## src/rtl/gelato_warp_fetch_arbiter.sv

```systemverilog
// rtl/gelato_warp_fetch_arbiter.sv - round-robin warp fetch arbiter with per-warp instruction-buffer credits
// Optional perf counters: define GELATO_FETCH_ARB_PERF_EN.
module gelato_warp_fetch_arbiter #(
   parameter int NUM_WARPS  = 4,
   parameter int ADDR_WIDTH = 32,
   parameter int IBUF_DEPTH = 4
) (
   input  logic                            clk,
   input  logic                            rst,
   input  logic                            rdy,
   input  logic [NUM_WARPS-1:0]            warp_active_i,
   input  logic [NUM_WARPS-1:0]            warp_stall_i,
   input  logic [NUM_WARPS*ADDR_WIDTH-1:0] warp_pc_i,
   output logic [NUM_WARPS-1:0]            pc_adv_o,
   input  logic [NUM_WARPS-1:0]            ibuf_pop_i,
`ifdef GELATO_FETCH_ARB_PERF_EN
   output logic [31:0]                     perf_issue_cnt_o,
   output logic [31:0]                     perf_starve_cnt_o,
`endif
   output logic                            req_valid_o,
   input  logic                            req_ready_i,
   output logic [$clog2(NUM_WARPS)-1:0]    req_warp_id_o,
   output logic [ADDR_WIDTH-1:0]           req_pc_o
);
   localparam int IDW = $clog2(NUM_WARPS);
   localparam int CW  = $clog2(IBUF_DEPTH + 1);

   typedef enum logic [0:0] {IDLE, REQ} state_t;

   state_t                state_q, state_d;
   logic                  req_valid_q, req_valid_d;
   logic [IDW-1:0]        id_q, id_d;
   logic [IDW-1:0]        ptr_q, ptr_d;
   logic [ADDR_WIDTH-1:0] pc_q, pc_d;
   logic [CW-1:0]         credit_q [NUM_WARPS];
   logic [CW-1:0]         credit_d [NUM_WARPS];
   logic [ADDR_WIDTH-1:0] pc_arr   [NUM_WARPS];
   logic [NUM_WARPS-1:0]  elig_now, elig_next;
   logic [IDW:0]          pick_idle, pick_hs;
   logic                  handshake;

   // Lowest offset from base+1 wins; offset NUM_WARPS wraps back to base itself.
   function automatic logic [IDW:0] rr_pick(input logic [NUM_WARPS-1:0] elig,
                                            input logic [IDW-1:0] base);
      logic [IDW:0]   r;
      logic [IDW-1:0] idx;
      r = '0;
      for (int i = NUM_WARPS; i >= 1; i--) begin
         idx = base + IDW'(i);
         if (elig[idx]) r = {1'b1, idx};
      end
      return r;
   endfunction

   assign handshake = req_valid_q && req_ready_i && rdy;

   always_comb begin
      for (int w = 0; w < NUM_WARPS; w++) begin
         pc_arr[w]   = warp_pc_i[w*ADDR_WIDTH +: ADDR_WIDTH];
         credit_d[w] = credit_q[w];
         if (rdy && ibuf_pop_i[w] && !(handshake && id_q == IDW'(w))) begin
            if (credit_q[w] != CW'(IBUF_DEPTH)) credit_d[w] = credit_q[w] + CW'(1);
         end else if (handshake && id_q == IDW'(w) && !(rdy && ibuf_pop_i[w])) begin
            credit_d[w] = credit_q[w] - CW'(1);
         end
         elig_now[w]  = warp_active_i[w] && !warp_stall_i[w] && (credit_q[w] != '0);
         elig_next[w] = warp_active_i[w] && !warp_stall_i[w] && (credit_d[w] != '0);
      end
      pick_idle = rr_pick(elig_now, ptr_q);
      pick_hs   = rr_pick(elig_next, id_q);
   end

   always_comb begin
      state_d = state_q;
      if (rdy) begin
         case (state_q)
            IDLE:    if (pick_idle[IDW]) state_d = REQ;
            REQ:     if (handshake && !pick_hs[IDW]) state_d = IDLE;
            default: state_d = IDLE;
         endcase
      end
   end

   always_comb begin
      req_valid_d = req_valid_q;
      id_d        = id_q;
      pc_d        = pc_q;
      ptr_d       = ptr_q;
      pc_adv_o    = '0;
      if (rdy && state_q == IDLE && pick_idle[IDW]) begin
         req_valid_d = 1'b1;
         id_d        = pick_idle[IDW-1:0];
         pc_d        = pc_arr[pick_idle[IDW-1:0]];
      end else if (handshake) begin
         pc_adv_o[id_q] = 1'b1;
         ptr_d          = id_q;
         req_valid_d    = pick_hs[IDW];
         if (pick_hs[IDW]) begin
            id_d = pick_hs[IDW-1:0];
            pc_d = pc_arr[pick_hs[IDW-1:0]];
         end
      end
   end

   always_ff @(posedge clk or posedge rst) begin
      if (rst) begin
         state_q     <= IDLE;
         req_valid_q <= 1'b0;
         id_q        <= '0;
         pc_q        <= '0;
         ptr_q       <= IDW'(NUM_WARPS - 1);
         for (int w = 0; w < NUM_WARPS; w++) credit_q[w] <= CW'(IBUF_DEPTH);
      end else begin
         state_q     <= state_d;
         req_valid_q <= req_valid_d;
         id_q        <= id_d;
         pc_q        <= pc_d;
         ptr_q       <= ptr_d;
         for (int w = 0; w < NUM_WARPS; w++) credit_q[w] <= credit_d[w];
      end
   end

   assign req_valid_o   = req_valid_q;
   assign req_warp_id_o = id_q;
   assign req_pc_o      = pc_q;

`ifdef GELATO_FETCH_ARB_PERF_EN
   logic [31:0] issue_cnt_q, issue_cnt_d;
   logic [31:0] starve_cnt_q, starve_cnt_d;

   // Starved: work exists but credits/stalls block every active warp.
   always_comb begin
      issue_cnt_d  = issue_cnt_q + (handshake ? 32'd1 : 32'd0);
      starve_cnt_d = starve_cnt_q;
      if (rdy && |warp_active_i && !(|elig_now) && !req_valid_q)
         starve_cnt_d = starve_cnt_q + 32'd1;
   end

   always_ff @(posedge clk or posedge rst) begin
      if (rst) begin
         issue_cnt_q  <= '0;
         starve_cnt_q <= '0;
      end else begin
         issue_cnt_q  <= issue_cnt_d;
         starve_cnt_q <= starve_cnt_d;
      end
   end

   assign perf_issue_cnt_o  = issue_cnt_q;
   assign perf_starve_cnt_o = starve_cnt_q;
`endif
endmodule

```

## config.mk

```make
export PLATFORM = sky130hd
export DESIGN_NAME = gelato_warp_fetch_arbiter
export DESIGN_NICKNAME = d
export VERILOG_FILES = /design/src/rtl/gelato_warp_fetch_arbiter.sv
export SDC_FILE = /design/constraint.sdc
export NUM_CORES = 1
export LEC_CHECK = 0
export ABC_AREA = 1
export ABC_CLOCK_PERIOD_IN_PS = 3500
export BUFFER_PORTS_ARGS = -buffer_cell sky130_fd_sc_hd__buf_2
export CORE_UTILIZATION = 51
export CTS_CLUSTER_DIAMETER = 120
export DETAILED_ROUTE_END_ITERATION = 10
export PLACE_DENSITY_LB_ADDON = 0.2
export SETUP_SLACK_MARGIN = 0.15
export SYNTH_ARGS = -nofsm -noshare
export SYNTH_HDL_FRONTEND = slang
export SYNTH_SLANG_ARGS = --single-unit
export TNS_END_PERCENT = 50
```

## constraint.sdc

```tcl
create_clock -name clk -period 3.5 [get_ports clk]
set_clock_uncertainty 0.05 [all_clocks]
set_input_delay 0.35 -clock clk [delete_from_list [all_inputs] [get_ports clk]]
set_output_delay 0.35 -clock clk [all_outputs]
set_load 0.01 [all_outputs]
```

# Word level (Yosys, flattened, before mapping)
# Cells that the tools add are included.
dict set report word_totals {
  regBits 50
  inputBits 144
  wordCells 162
}
dict set report op_classes {
  add_sub_neg 14
  magnitude_cmp 11
  eq_ne 7
  mux 57
  bitwise 4
  reduce_logical 60
}
# cell count
set op_table {}
lappend op_table {{32-bit two-way mux} 7}
lappend op_table {{32-bit binary-select mux with 2-bit select} 2}
lappend op_table {{3-bit two-way mux} 20}
lappend op_table {{1-bit logical AND} 34}
lappend op_table {{2-bit by 3-bit < comparator with 1-bit output (second input constant)} 8}
lappend op_table {{3-bit nonzero test} 8}
lappend op_table {{1-bit binary-select mux with 2-bit select} 8}
lappend op_table {{1-bit zero test} 13}
lappend op_table {{1-bit two-way mux} 13}
lappend op_table {{3-bit by 1-bit adder with 3-bit output (second input constant)} 4}
lappend op_table {{3-bit != test (second input constant)} 4}
lappend op_table {{3-bit by 1-bit subtractor with 3-bit output (second input constant)} 4}
lappend op_table {{2-bit adder (second input constant)} 4}
lappend op_table {{4-bit two-way mux} 2}
lappend op_table {{3-bit greater-or-equal comparator (second input constant)} 2}
lappend op_table {{2-bit two-way mux} 3}
lappend op_table {{2-bit inverter with 3-bit output} 2}
lappend op_table {{2-bit by 1-bit adder with 2-bit output (second input constant)} 2}
lappend op_table {{2-bit equality test (second input constant)} 2}
lappend op_table {{2-bit AND reduction} 2}
lappend op_table {{2-bit nonzero test} 2}
lappend op_table {{1-bit demux with 2-bit select} 1}
lappend op_table {{2-bit by 1-bit equality test with 1-bit output (second input constant)} 1}
lappend op_table {{2-bit by 1-bit greater-or-equal comparator with 1-bit output (second input constant)} 1}
lappend op_table {{other kinds (3)} 4}

# Longest topological paths before layout
# Gate-level depths: netlist of run 1.
dict set report logic_depth {
  word_depth 21
  mapped_depth 27
  ltp_nobuf 25
}

# Least setup slack after synthesis of run 1
# Ideal clock, no wire load.
dict set report synth_path {
  path_type {register to register}
  start {register id_q[0], in the netlist req_warp_id_o[0]}
  end {register pc_q[2], in the netlist req_pc_o[2]}
  t_arrival_ns 2.698
  t_required_ns 3.331
  slack_ns 0.633
  stages_incl_launch_ff 24
  path_buffers 1
  path_cell_list {dfrtp_1 -> inv_1 -> ha_1 -> nand4_1 -> nand2_1 -> nand3_1 -> nand2_1 -> nor2_1 -> nand2_1 -> nand3_1 -> nand2_1 -> nand2_1 -> nand2_1 -> inv_2 -> nand2_4 -> nand2_2 -> nand2_4 -> nand2_4 -> buf_8 -> or2_1 -> o211ai_1 -> nand2_1 -> nand2_1 -> nand2_1}
}
# element line
set synth_lines {}
lappend synth_lines {{start, declared} 32} ;# logic [IDW-1:0] id_q, id_d;
lappend synth_lines {{start signal, assigned} 116} ;# id_q <= id_d;
lappend synth_lines {{end signal, assigned} 117} ;# pc_q <= pc_d;
lappend synth_lines {{end, declared} 34} ;# logic [ADDR_WIDTH-1:0] pc_q, pc_d;

==> parameters.txt, run 1 <==
Parameter                              Value

Status
  Outcome    finished clean

Power
  Portion of total power attributed to combinational logic    between 70 and 80%
  Leakage Power    0.00374 µW
  Internal    approximately 2900 µW
  Max rail drop VDD    approximately 1100 µV
  Net Switching    3730 µW
  Switching share of power    between 50% and 60%
  Register share of total power    roughly 17%
  Share of power burned in the clock network    about 5.2%
  Power density of the placed cells    approximately 1000 nW/µm²

Synth
  Post-synth EDFFs    0
  Synth top cells by count    sky130_fd_sc_hd__nand2_1 (287), sky130_fd_sc_hd__inv_1 (127), sky130_fd_sc_hd__nand3_1 (109)
  Share of flip-flops with an asynchronous set or reset    100%
  Nets in the synthesized netlist    around 1.1k
  Post-synthesis sequential element count    50
  Number of instances in the synthesized netlist    slightly above 900
  Synth Flop Type    sky130_fd_sc_hd__dfrtp_1
  Synth top area cells    sky130_fd_sc_hd__dfrtp_1 (20%), sky130_fd_sc_hd__nand2_1 (20%), sky130_fd_sc_hd__nand3_1 (10%)
  Post-synth top area cell    sky130_fd_sc_hd__dfrtp_1
  Average size of a mapped cell    6.03 µm²
  Sequential cell area fraction in the yosys report    23.0%
  Cell with the most instances after synthesis    sky130_fd_sc_hd__nand2_1
  Number of warnings reported in the yosys synthesis log    0
  Post-Syn Area    about 5500 µm²
  Number of different library cells in the post-synthesis netlist    40
  Share of Yosys cell area claimed by the top area cell type    between 20% and 30%

Worst setup path
  Data arrival time of the worst path    between 3 and 4 ns
  Startpoint of the worst setup timing path    req_warp_id_o[1]
  Crit path max-delay family    simple AND/OR/NAND/NOR gates
  Master of the slowest instance on the critical path    sky130_fd_sc_hd__dfrtp_2
  Ordered cell list for the critical path    inv_1 -> ha_2 -> nand4_1 -> nand3_2 -> nand2_1 -> nand2_1 -> nand2_1 -> nor2_1 -> nand2_1 -> nand3_1 -> nand2_1 -> nor2_2 -> nor2_1 -> nand3_4 -> nand2_8 -> buf_12 -> or2_0 -> o211ai_1 -> nand2_1 -> nand2_1 -> nand2_1
  Highest net fanout along the worst path    34
  Number of buffer and inverter instances along the worst setup path    2
  Longest individual stage delay on the worst path    around 0.48 ns
  Worst setup path category    reg -> reg
  Worst path required time    3.67 ns
  Launching point of the worst reg2reg path    req_warp_id_o[1]
  Critical Path End Type    register
  Worst setup SP type    register
  Critical Path Most Common Cell    sky130_fd_sc_hd__nand2_1

Clocking
  Number of clock buffers inserted by TritonCTS    5
  Later-pin clock latency in the skew report    around 0.31 ns
  Buffer levels on the longest clock path    2
  CTS tree    done
  Num Clock Sinks    50
  Clock Pin Slew Worst Setup and Hold Paths    about 0.11 ns
  Hold-fix buffers, CTS    0
  Number of H-tree branching levels    2
  Clock tree root buffer cell    sky130_fd_sc_hd__clkbuf_8

Die
  Y dimension of the die    ~110 µm
  Floorplan die area    roughly 11,000 µm²
  Num rows    37
  Core region area    a little over 10,000 µm²
  Starting density of the core    52.7%
  Die span in x    about 110 µm
  Number of top-level pins    approximately 180

GRT
  Maximum number of pins on one net before global-route repair    slightly below 90
  Gr usage total    slightly above 30%
  Via count of the first global-routing pass    ~6k
  Remaining global-route overflow    0
  Global-route wire length before repair    between 20,000 and 30,000 µm
  Initial antenna violation count    0

Finish
  Fraction of layout cells with a size suffix above 1    approximately a quarter
  Area delta synth->final    22.3%
  Count of nets after finishing    about 1.2k
  Number of inserted diodes    0

Timing
  Number of hold violations in the final report    0
  Final Cycle Share    89.7%
  Post-route minimum period    about 3.1 ns
  Post-Route Setup TNS    0 ns
  Slew of the pin with the lowest slew margin    approximately 0.80 ns
  Setup-violating endpoint count in the final report    0
  Unrepaired setup endpoints after global routing    false
  Worst slew slack as a fraction of its limit    a little under half
  Fin Hold WS    ~0.13 ns
  Max Clk Rate    between 0.3 and 0.4 GHz
  Number of pins exceeding their max-slew limit in the final report    0

Drt
  Final wirelength    approximately 17,000 µm
  Final routed wire length divided by cell count    14.0 µm
  Avg Vias per Cell    between 5 and 6
  Post-route DRC    0
  Remaining antenna violation count    0
  Drt pass-1 iters    5
  Number of DRC violations after detailed-routing iteration 0    536
  Total number of vias    6,512

Placement
  Final weighted congestion of routability-driven global placement    approximately 0.9
  Count of input and output buffers    182
  Final HPWL DP    12,500 µm

Min path
  Worst hold path type    in -> async

Job
  Max-Cap Viols    0
-- final cells by class --
type | count | area (µm²)
clock buffer | 7 | 76.3
fill | 1042 | 3690
inverter | 135 | 518
multi-input combinational | 677 | 3470
sequential | 50 | 1260
tap | 136 | 170
timing repair buffer | 208 | 1180
-- cell usage in the layout (no fill, tap or decap), types with 7 or more instances in the layout --
master | Yosys | final
sky130_fd_sc_hd__nand2_1 | 287 | 286
sky130_fd_sc_hd__buf_2 | 14 | 182
sky130_fd_sc_hd__inv_1 | 127 | 125
sky130_fd_sc_hd__nand3_1 | 109 | 108
sky130_fd_sc_hd__nor2_1 | 59 | 59
sky130_fd_sc_hd__o21ai_0 | 49 | 49
sky130_fd_sc_hd__dfrtp_1 | 44 | 43
sky130_fd_sc_hd__o211ai_1 | 27 | 27
sky130_fd_sc_hd__a21oi_1 | 25 | 24
sky130_fd_sc_hd__buf_4 | 4 | 19
sky130_fd_sc_hd__nand2_2 | 15 | 16
sky130_fd_sc_hd__ha_1 | 16 | 15
sky130_fd_sc_hd__nand4_1 | 12 | 12
sky130_fd_sc_hd__o211ai_2 | 10 | 10
sky130_fd_sc_hd__inv_2 | 7 | 8
sky130_fd_sc_hd__a31oi_1 | 8 | 8
sky130_fd_sc_hd__a32oi_1 | 8 | 8
sky130_fd_sc_hd__o21ai_1 | 7 | 7
sky130_fd_sc_hd__o22ai_1 | 7 | 7
-- kinds of logic after synthesis --
logic type,Yosys count,synth area share [%]
AND/OR/NAND/NOR,510,41.5
buffers and inverters,179,13.8
AO/OA/AOI/OAI,144,16.9
flip-flops,50,23.0
adder cells (fa/ha/maj),16,3.66
XOR/XNOR,7,1.12
-- state kept, by name (all words and copies together) (netlist names) --
name / flops
req_pc_o: 32
req_valid_o: 1
state_q: 1
ptr_q: 2
req_warp_id_o: 2
credit_q: 12
-- metrics by stage --
step	setup slack [ns]	cell area (µm²)	util [%]	std cells	power, µW
final	0.360	6680	64.4	1213	6650
after global routing	0.0954	6680	64.4	1213	7320
after CTS	0.240	6580	63.4	1207	6440
after detailed placement	0.250	6500	62.7	1200	6080
after global placement	0.397	6500	62.7	1200	6010
after floorplan	0.633	5470	-	906	4870
-- power by group through the flow --
stage,Clock (µW),Sequential [µW],Combinational [µW]
global placement,0,1120,4890
CTS,354,1110,4970
finish,349,1120,5180
floorplan,0,1160,3710
global route,374,1150,5800
detailed placement,0,1120,4970
-- per-layer routing --
metal	GRT usage [%]	part of all wire (%)	vias up	wire [µm]
li1	-	-	3254	-
met1	40.2	43	2914	7260
met2	49.9	47	297	7940
met3	4.21	7.5	47	1280
met4	13.1	3.0	0	515
met5	0	0	-	0
-- worst paths after layout --
path                           endpoint  slack [ns]  cells past startpoint
max in group asynchronous   credit_q[5]        2.47                      3
hold reg to reg            req_pc_o[31]        0.44                      2
setup / recovery            req_pc_o[4]        0.36                     21
min in group clk            req_pc_o[4]        0.31                      5
hold / removal             req_pc_o[14]        0.13                      2
setup reg to reg            req_pc_o[4]        0.36                     21
-- repair_timing --
action | in CTS | in global routing
buffers inserted | 0 | 6
resized for setup | 0 | 9
endpoints found under the setup margin | 0 | 33
Note: power is estimated with default switching activity, not from simulation.
==> run 2: changes to the inputs <==
ABC_AREA = not set   (was 1)
SLEW_MARGIN = 20   (was not set)
==> parameters.txt, run 2 <==
Parameter                              Value

Status
  Outcome    finished clean

Die
  Y dimension of the die    102 µm (-3.0%)
  Floorplan die area    10,500 µm² (-5.8%)
  Number of top-level pins    183 (unchanged)
  Starting density of the core    52.6% (-0.12 points)
  Die span in x    102 µm (-3.0%)
  Num rows    36 (-2.7%)
  Core region area    9770 µm² (-5.7%)

Power
  Switching share of power    47.7% (-8.5 points)
  Internal    3190 µW (+9.3%)
  Share of power burned in the clock network    6.2% (+1.0 points)
  Max rail drop VDD    348 µV (-68%)
  Leakage Power    0.00322 µW (-14%)
  Register share of total power    19.0% (+2.1 points)
  Portion of total power attributed to combinational logic    74.7% (-3.2 points)
  Net Switching    2900 µW (-22%)
  Power density of the placed cells    851 nW/µm² (-14%)

Worst setup path
  Data arrival time of the worst path    3.64 ns (+0.33 ns)
  Ordered cell list for the critical path    inv_4 -> ha_4 -> nand3_1 -> nand4_1 -> o211a_2 -> o311ai_2 -> o22ai_1 -> a222oi_1 -> buf_4 -> nand2_8 -> buf_12 -> buf_16 -> mux2_2 -> nand2_2 -> a21oi_2
  Critical Path End Type    register
  Highest net fanout along the worst path    10 (-71%)
  Longest individual stage delay on the worst path    0.49 ns (about the same)
  Worst setup path category    reg -> reg
  Worst setup SP type    register
  Master of the slowest instance on the critical path    sky130_fd_sc_hd__dfrtp_2
  Worst path required time    3.66 ns (about the same)

Finish
  Area delta synth->final    39.2%
  Count of nets after finishing    1,011 (-18%)
  Max reg flops    32 (unchanged)
  Final standard cell utilization of the core    73.2% (+8.8 points)
  Final Instance Count excl. Fillers    986 (-19%)
  Fraction of layout cells with a size suffix above 1    41.3% (+15 points)
  Commonest cells after routing, fill and taps aside    sky130_fd_sc_hd__buf_2 (182), sky130_fd_sc_hd__nand2_1 (97), sky130_fd_sc_hd__buf_4 (47)
  Fill count    717 (-31%)
  Leading cell type in the layout, fill and taps excluded    sky130_fd_sc_hd__buf_2

Timing
  Setup-violating endpoint count in the final report    0 (unchanged)
  Post-route minimum period    3.48 ns (+0.342 ns)
  Max Clk Rate    0.287 GHz (-9.8%)
  Slew of the pin with the lowest slew margin    0.815 ns (+0.0121 ns)
  Unrepaired setup endpoints after global routing    true
  Final Cycle Share    99.5% (+9.8 points)
  Number of pins exceeding their max-slew limit in the final report    0 (unchanged)
  Worst slew slack as a fraction of its limit    45.6% (-0.81 points)
  Number of hold violations in the final report    0 (unchanged)

Clocking
  CTS tree    done
  Number of H-tree branching levels    2 (unchanged)
  Hold-fix buffers, CTS    0 (unchanged)
  Number of clock buffers inserted by TritonCTS    5 (unchanged)
  Buffer levels on the longest clock path    2 (unchanged)
  Clock Pin Slew Worst Setup and Hold Paths    0.10 ns (about the same)
  Num Clock Sinks    50 (unchanged)
  Clock tree root buffer cell    sky130_fd_sc_hd__clkbuf_8
  Later-pin clock latency in the skew report    0.32 ns (about the same)

Synth
  Cell with the most instances after synthesis    sky130_fd_sc_hd__nand2_1
  Post-synth top area cell    sky130_fd_sc_hd__dfrtp_1
  Post-synthesis sequential element count    50 (unchanged)
  Number of different library cells in the post-synthesis netlist    71 (+78%)
  Average size of a mapped cell    7.92 µm² (+31%)
  Number of warnings reported in the yosys synthesis log    0 (unchanged)
  Synth top cells by count    sky130_fd_sc_hd__nand2_1 (99), sky130_fd_sc_hd__dfrtp_1 (44), sky130_fd_sc_hd__mux2i_1 (39)
  Share of flip-flops with an asynchronous set or reset    100% (unchanged)
  Post-synth EDFFs    0 (unchanged)
  Sequential cell area fraction in the yosys report    24.5% (+1.5 points)
  Share of Yosys cell area claimed by the top area cell type    21.4% (+1.3 points)
  Number of instances in the synthesized netlist    649 (-28%)
  Post-Syn Area    5140 µm² (-6.0%)
  Nets in the synthesized netlist    809 (-24%)
  Synth Flop Type    sky130_fd_sc_hd__dfrtp_1
  Synth top area cells    sky130_fd_sc_hd__dfrtp_1 (21%), sky130_fd_sc_hd__mux2i_1 (7.6%), sky130_fd_sc_hd__nand2_1 (7.2%)

Placement
  Count of input and output buffers    182 (unchanged)
  Final weighted congestion of routability-driven global placement    0.912 (-1.1%)
  Final HPWL DP    13,200 µm (+5.3%)
  # placed instances    953 (-21%)

GRT
  Global-route wire length before repair    28,400 µm (+2.7%)
  Busiest grt layer    met2
  Gr usage total    34.2% (+3.7 points)
  Maximum number of pins on one net before global-route repair    36 (-60%)
  Via count of the first global-routing pass    5,981 (+1.2%)
  Met2 GRT Util    55.4% (+5.5 points)
  Met1 global-route usage    44.3% (+4.1 points)
  Remaining global-route overflow    0 (unchanged)
  Initial antenna violation count    0 (unchanged)
  Global routing usage on met3    6.50% (+2.3 points)

Min path
  Worst hold path type    in -> async

Drt
  Final routed wire length divided by cell count    19.5 µm (+39%)
  Total number of vias    6,444 (-1.0%)
  Drt pass-1 iters    5 (unchanged)
  Final wirelength    19,200 µm (+13%)
  Remaining antenna violation count    0 (unchanged)
  Post-route DRC    0 (unchanged)
  Avg Vias per Cell    6.54 (+22%)
  Number of DRC violations after detailed-routing iteration 0    504 (-6.0%)

Job
  Max-Cap Viols    0 (unchanged)
==> run 2: cells by family (layout without fill, tap and decap cells) <==
kind of cell / Yosys count / after routing / synth area share [%]
simple gates: 231 / 231 / 22.5
flops: 50 / 50 / 24.5
other cells: 0 / 1 / 0
buf+inv: 68 / 271 / 5.50
fa+ha+maj: 16 / 16 / 3.89
compound gates: 222 / 222 / 31.2
mux: 58 / 58 / 11.8
xor+xnor: 4 / 4 / 0.682
==> run 2: metrics by stage <==
stage          TNS [ns]  setup WS [ns]  area, µm²  hold WS (ns)  total power, µW
2_1_floorplan         0          0.167       5150         0.415             3590
4_1_cts               0          0.155       6740         0.158             5500
5_1_grt           -2.28         -0.134       7150         0.208             6450
3_5_place_dp     -0.179        -0.0390       6420         0.427             4780
3_3_place_gp          0         0.0853       6420         0.414             4640
6_report              0         0.0188       7160         0.123             6090
==> run 2: critical path: cells and delay by family (launching register included) <==
kind	cells	cell delay, ns
simple gates	4	0.49
compound gates	5	1.27
fa+ha+maj	1	0.19
buf+inv	4	0.62
mux	1	0.28
flops	1	0.49
==> run 2: final cells by class <==
cell class,instances,area [µm²],share of cell area [%]
Multi-Input combinational cell,531,3980,55.6
Timing Repair Buffer,245,1580,22.1
Sequential cell,50,1260,17.7
Tap cell,133,166,2.33
Clock buffer,8,90.1,1.26
Inverter,18,72.6,1.01
Antenna cell,1,2.50,0.0350
==> run 2: final timing paths <==
kind / slack (ns) / cells after the start / from / endpoint
worst max-delay path: 0.02 / 15 / req_warp_id_o[1] / req_pc_o[30]
min in group clk: 0.25 / 3 / warp_pc_i[83] / req_pc_o[19]
worst min-delay path: 0.12 / 2 / rst / req_pc_o[19]
max in group asynchronous: 2.50 / 3 / rst / req_pc_o[6]
worst max register to register: 0.02 / 15 / req_warp_id_o[1] / req_pc_o[30]
worst min register to register: 0.44 / 2 / req_pc_o[25] / req_pc_o[25]
==> run 2: power by group through the flow <==
stage / clock, µW / combinational, µW / sequential, µW
after floorplan: 0 / 2400 / 1190
after global placement: 0 / 3500 / 1140
after detailed placement: 0 / 3620 / 1150
after CTS: 379 / 3980 / 1140
after global routing: 406 / 4860 / 1190
final: 380 / 4550 / 1160
==> run 2: what timing repair did <==
action,CTS,global route
pin swaps,5,38
setup buffers,4,16
resized for setup,18,67
cloned,4,0
endpoints found under the setup margin,35,35
==> run 2: routing by layer <==
metal | vias to the layer above | wire length (µm)
met4 | 0 | 526
met3 | 63 | 1750
met5 | - | 0
met1 | 3049 | 7580
met2 | 447 | 9400
li1 | 2885 | -
==> run 3: changes to the inputs <==
RECOVER_POWER = 25   (was not set)
==> parameters.txt, run 3 (synthesis results as in run 2) <==
Parameter                              Value

Placement
  Post-Place Worst Slack    -0.0390 ns (unchanged)
  Count of input and output buffers    182 (unchanged)
  Final weighted congestion of routability-driven global placement    0.912 (unchanged)
  # placed instances    953 (unchanged)
  Final HPWL DP    13,200 µm (unchanged)

Power
  Share of power burned in the clock network    6.3% (about the same)
  Internal    3190 µW (about the same)
  Leakage Power    0.00322 µW (about the same)
  Power density of the placed cells    851 nW/µm² (about the same)
  Register share of total power    19.0% (about the same)
  Net Switching    2900 µW (about the same)
  Max rail drop VDD    347 µV (-0.40%)
  Switching share of power    47.7% (about the same)
  Portion of total power attributed to combinational logic    74.7% (about the same)

Clocking
  Later-pin clock latency in the skew report    0.32 ns (about the same)
  Num Clock Sinks    50 (unchanged)
  Number of H-tree branching levels    2 (unchanged)
  Hold-fix buffers, CTS    0 (unchanged)
  Buffer levels on the longest clock path    2 (unchanged)
  Clock Pin Slew Worst Setup and Hold Paths    0.11 ns (about the same)
  CTS tree    done
  Number of clock buffers inserted by TritonCTS    5 (unchanged)
  Clock tree root buffer cell    sky130_fd_sc_hd__clkbuf_8

Die
  Starting density of the core    52.6% (unchanged)
  Floorplan die area    10,500 µm² (unchanged)
  Y dimension of the die    102 µm (unchanged)
  Number of top-level pins    183 (unchanged)
  Die span in x    102 µm (unchanged)
  Core region area    9770 µm² (unchanged)
  Num rows    36 (unchanged)

Timing
  Number of pins exceeding their max-slew limit in the final report    0 (unchanged)
  Max Clk Rate    0.288 GHz (+0.27%)
  Setup-violating endpoint count in the final report    0 (unchanged)
  Post-route minimum period    3.47 ns (-0.00944 ns)
  Unrepaired setup endpoints after global routing    true
  Final setup slack of the worst path    0.0282 ns (+0.00944 ns)
  Slew of the pin with the lowest slew margin    1.47 ns (+0.654 ns)
  Number of hold violations in the final report    0 (unchanged)
  Fin Hold WS    0.245 ns (+0.122 ns)
  Worst slew slack as a fraction of its limit    1.91% (-44 points)
  Post-Route Setup TNS    0 ns (unchanged)
  Final Cycle Share    99.2% (-0.27 points)

Status
  Violated checks    capacitance limit
  Outcome    finished with violations

Finish
  Area delta synth->final    39.2% (unchanged)
  Leading cell type in the layout, fill and taps excluded    sky130_fd_sc_hd__buf_2
  Count of nets after finishing    1,011 (unchanged)
  Commonest cells after routing, fill and taps aside    sky130_fd_sc_hd__buf_2 (182), sky130_fd_sc_hd__nand2_1 (97), sky130_fd_sc_hd__buf_4 (47)
  Max reg flops    32 (unchanged)
  Final standard cell utilization of the core    73.2% (unchanged)
  Fraction of layout cells with a size suffix above 1    41.2% (-0.12 points)
  Final Instance Count excl. Fillers    986 (unchanged)

Drt
  Final routed wire length divided by cell count    19.5 µm (-0.10%)
  Total number of vias    6,421 (-0.36%)
  Remaining antenna violation count    0 (unchanged)
  Number of DRC violations after detailed-routing iteration 0    501 (-0.60%)
  Final wirelength    19,200 µm (-0.10%)
  Post-route DRC    0 (unchanged)
  Avg Vias per Cell    6.51 (-0.36%)
  Drt pass-1 iters    5 (unchanged)

Min path
  Endpoint, Worst Hold    req_pc_o[19]
  Hold Crit Start    warp_pc_i[83]
  Number of instances on the worst hold path    3
  Worst hold path type    in -> reg

Worst setup path
  Reg2reg path depth    15 (unchanged)
  Highest net fanout along the worst path    10 (unchanged)
  Worst setup SP type    register
  Reg-to-reg endpoint    req_pc_o[30]
  Critical Path End Type    register
  Launching point of the worst reg2reg path    req_warp_id_o[1]
  Worst setup path category    reg -> reg
  Worst path required time    3.66 ns (about the same)
  Data arrival time of the worst path    3.63 ns (about the same)
  Flop-to-flop setup slack    0.03 ns (about the same)

GRT
  Remaining global-route overflow    0 (unchanged)
  Global-route wire length before repair    28,400 µm (unchanged)
  Gr usage total    34.2% (unchanged)
  Via count of the first global-routing pass    5,981 (unchanged)
  Maximum number of pins on one net before global-route repair    36 (unchanged)
  Initial antenna violation count    0 (unchanged)

Job
  Max-Cap Viols    1 (+1)
==> run 3: cell counts in the layout (fill, tap and decap cells not counted) <==
Identical to the previous run, type by type.
==> run 3: final cells by class <==
type | count | area (µm²)
repair buffers | 245 | 1580
clock buffers | 8 | 90.1
diodes | 1 | 2.50
inverters | 18 | 72.6
flip-flops and latches | 50 | 1260
multi-input cells | 531 | 3980
fillers | 717 | 2620
well taps | 133 | 166
==> run 3: power by group through the flow <==
stage               registers (µW)  clock network [µW]  logic [µW]
detailed placement            1150                   0        3620
floorplan                     1190                   0        2400
CTS                           1140                 379        3980
global route                  1190                 406        4860
global placement              1140                   0        3500
finish                        1160                 381        4550
==> run 3: what timing repair did <==
action | CTS | global route
gates resized for setup | 18 | 67
setup endpoints to repair | 35 | 35
setup buffers | 4 | 16
gates cloned | 4 | 0
hold endpoints to repair | 0 | 0
pin swaps | 5 | 38
==> run 3: metal layers <==
metal,part of all wire (%),vias to the layer above,global-route usage [%]
met4,3.1,0,15.1
met5,0,-,0
met2,48,438,55.4
met3,8.8,68,6.50
li1,-,2883,-
met1,40,3032,44.3
==> run 3: worst max path at each step <==
| stage | from | slack [ns] | cells past startpoint | end |
|---|---|---|---|---|
| finish | req_warp_id_o[1] | 0.03 | 15 | req_pc_o[30] |
| global route | req_warp_id_o[1] | -0.13 | 15 | req_pc_o[30] |
| CTS | req_warp_id_o[0] | 0.15 | 14 | req_pc_o[8] |
| detailed placement | req_warp_id_o[0] | -0.04 | 14 | req_pc_o[8] |
| global placement | req_warp_id_o[0] | 0.09 | 13 | req_pc_o[8] |
| floorplan | req_warp_id_o[1] | 0.17 | 13 | req_pc_o[11] |
==> run 3: through the flow <==
stage / total power (µW) / cell area [µm²]
final: 6090 / 7160
after global routing: 6450 / 7150
after CTS: 5500 / 6740
after detailed placement: 4780 / 6420
after global placement: 4640 / 6420
after floorplan: 3590 / 5150
==> run 3: worst max-delay path, stage by stage (launching register included) <==
cell and delay (ns):
sky130_fd_sc_hd__dfrtp_2 0.49, sky130_fd_sc_hd__inv_4 0.12, sky130_fd_sc_hd__ha_4 0.17, sky130_fd_sc_hd__nand3_1 0.13
sky130_fd_sc_hd__a31oi_2 0.23, sky130_fd_sc_hd__a311oi_2 0.19, sky130_fd_sc_hd__o311ai_2 0.37, sky130_fd_sc_hd__o22ai_1 0.16
sky130_fd_sc_hd__a222oi_1 0.41, sky130_fd_sc_hd__buf_4 0.22, sky130_fd_sc_hd__nand2_8 0.09, sky130_fd_sc_hd__buf_12 0.17
sky130_fd_sc_hd__buf_16 0.15, sky130_fd_sc_hd__mux2_2 0.28, sky130_fd_sc_hd__nand2_2 0.08, sky130_fd_sc_hd__a21oi_2 0.06
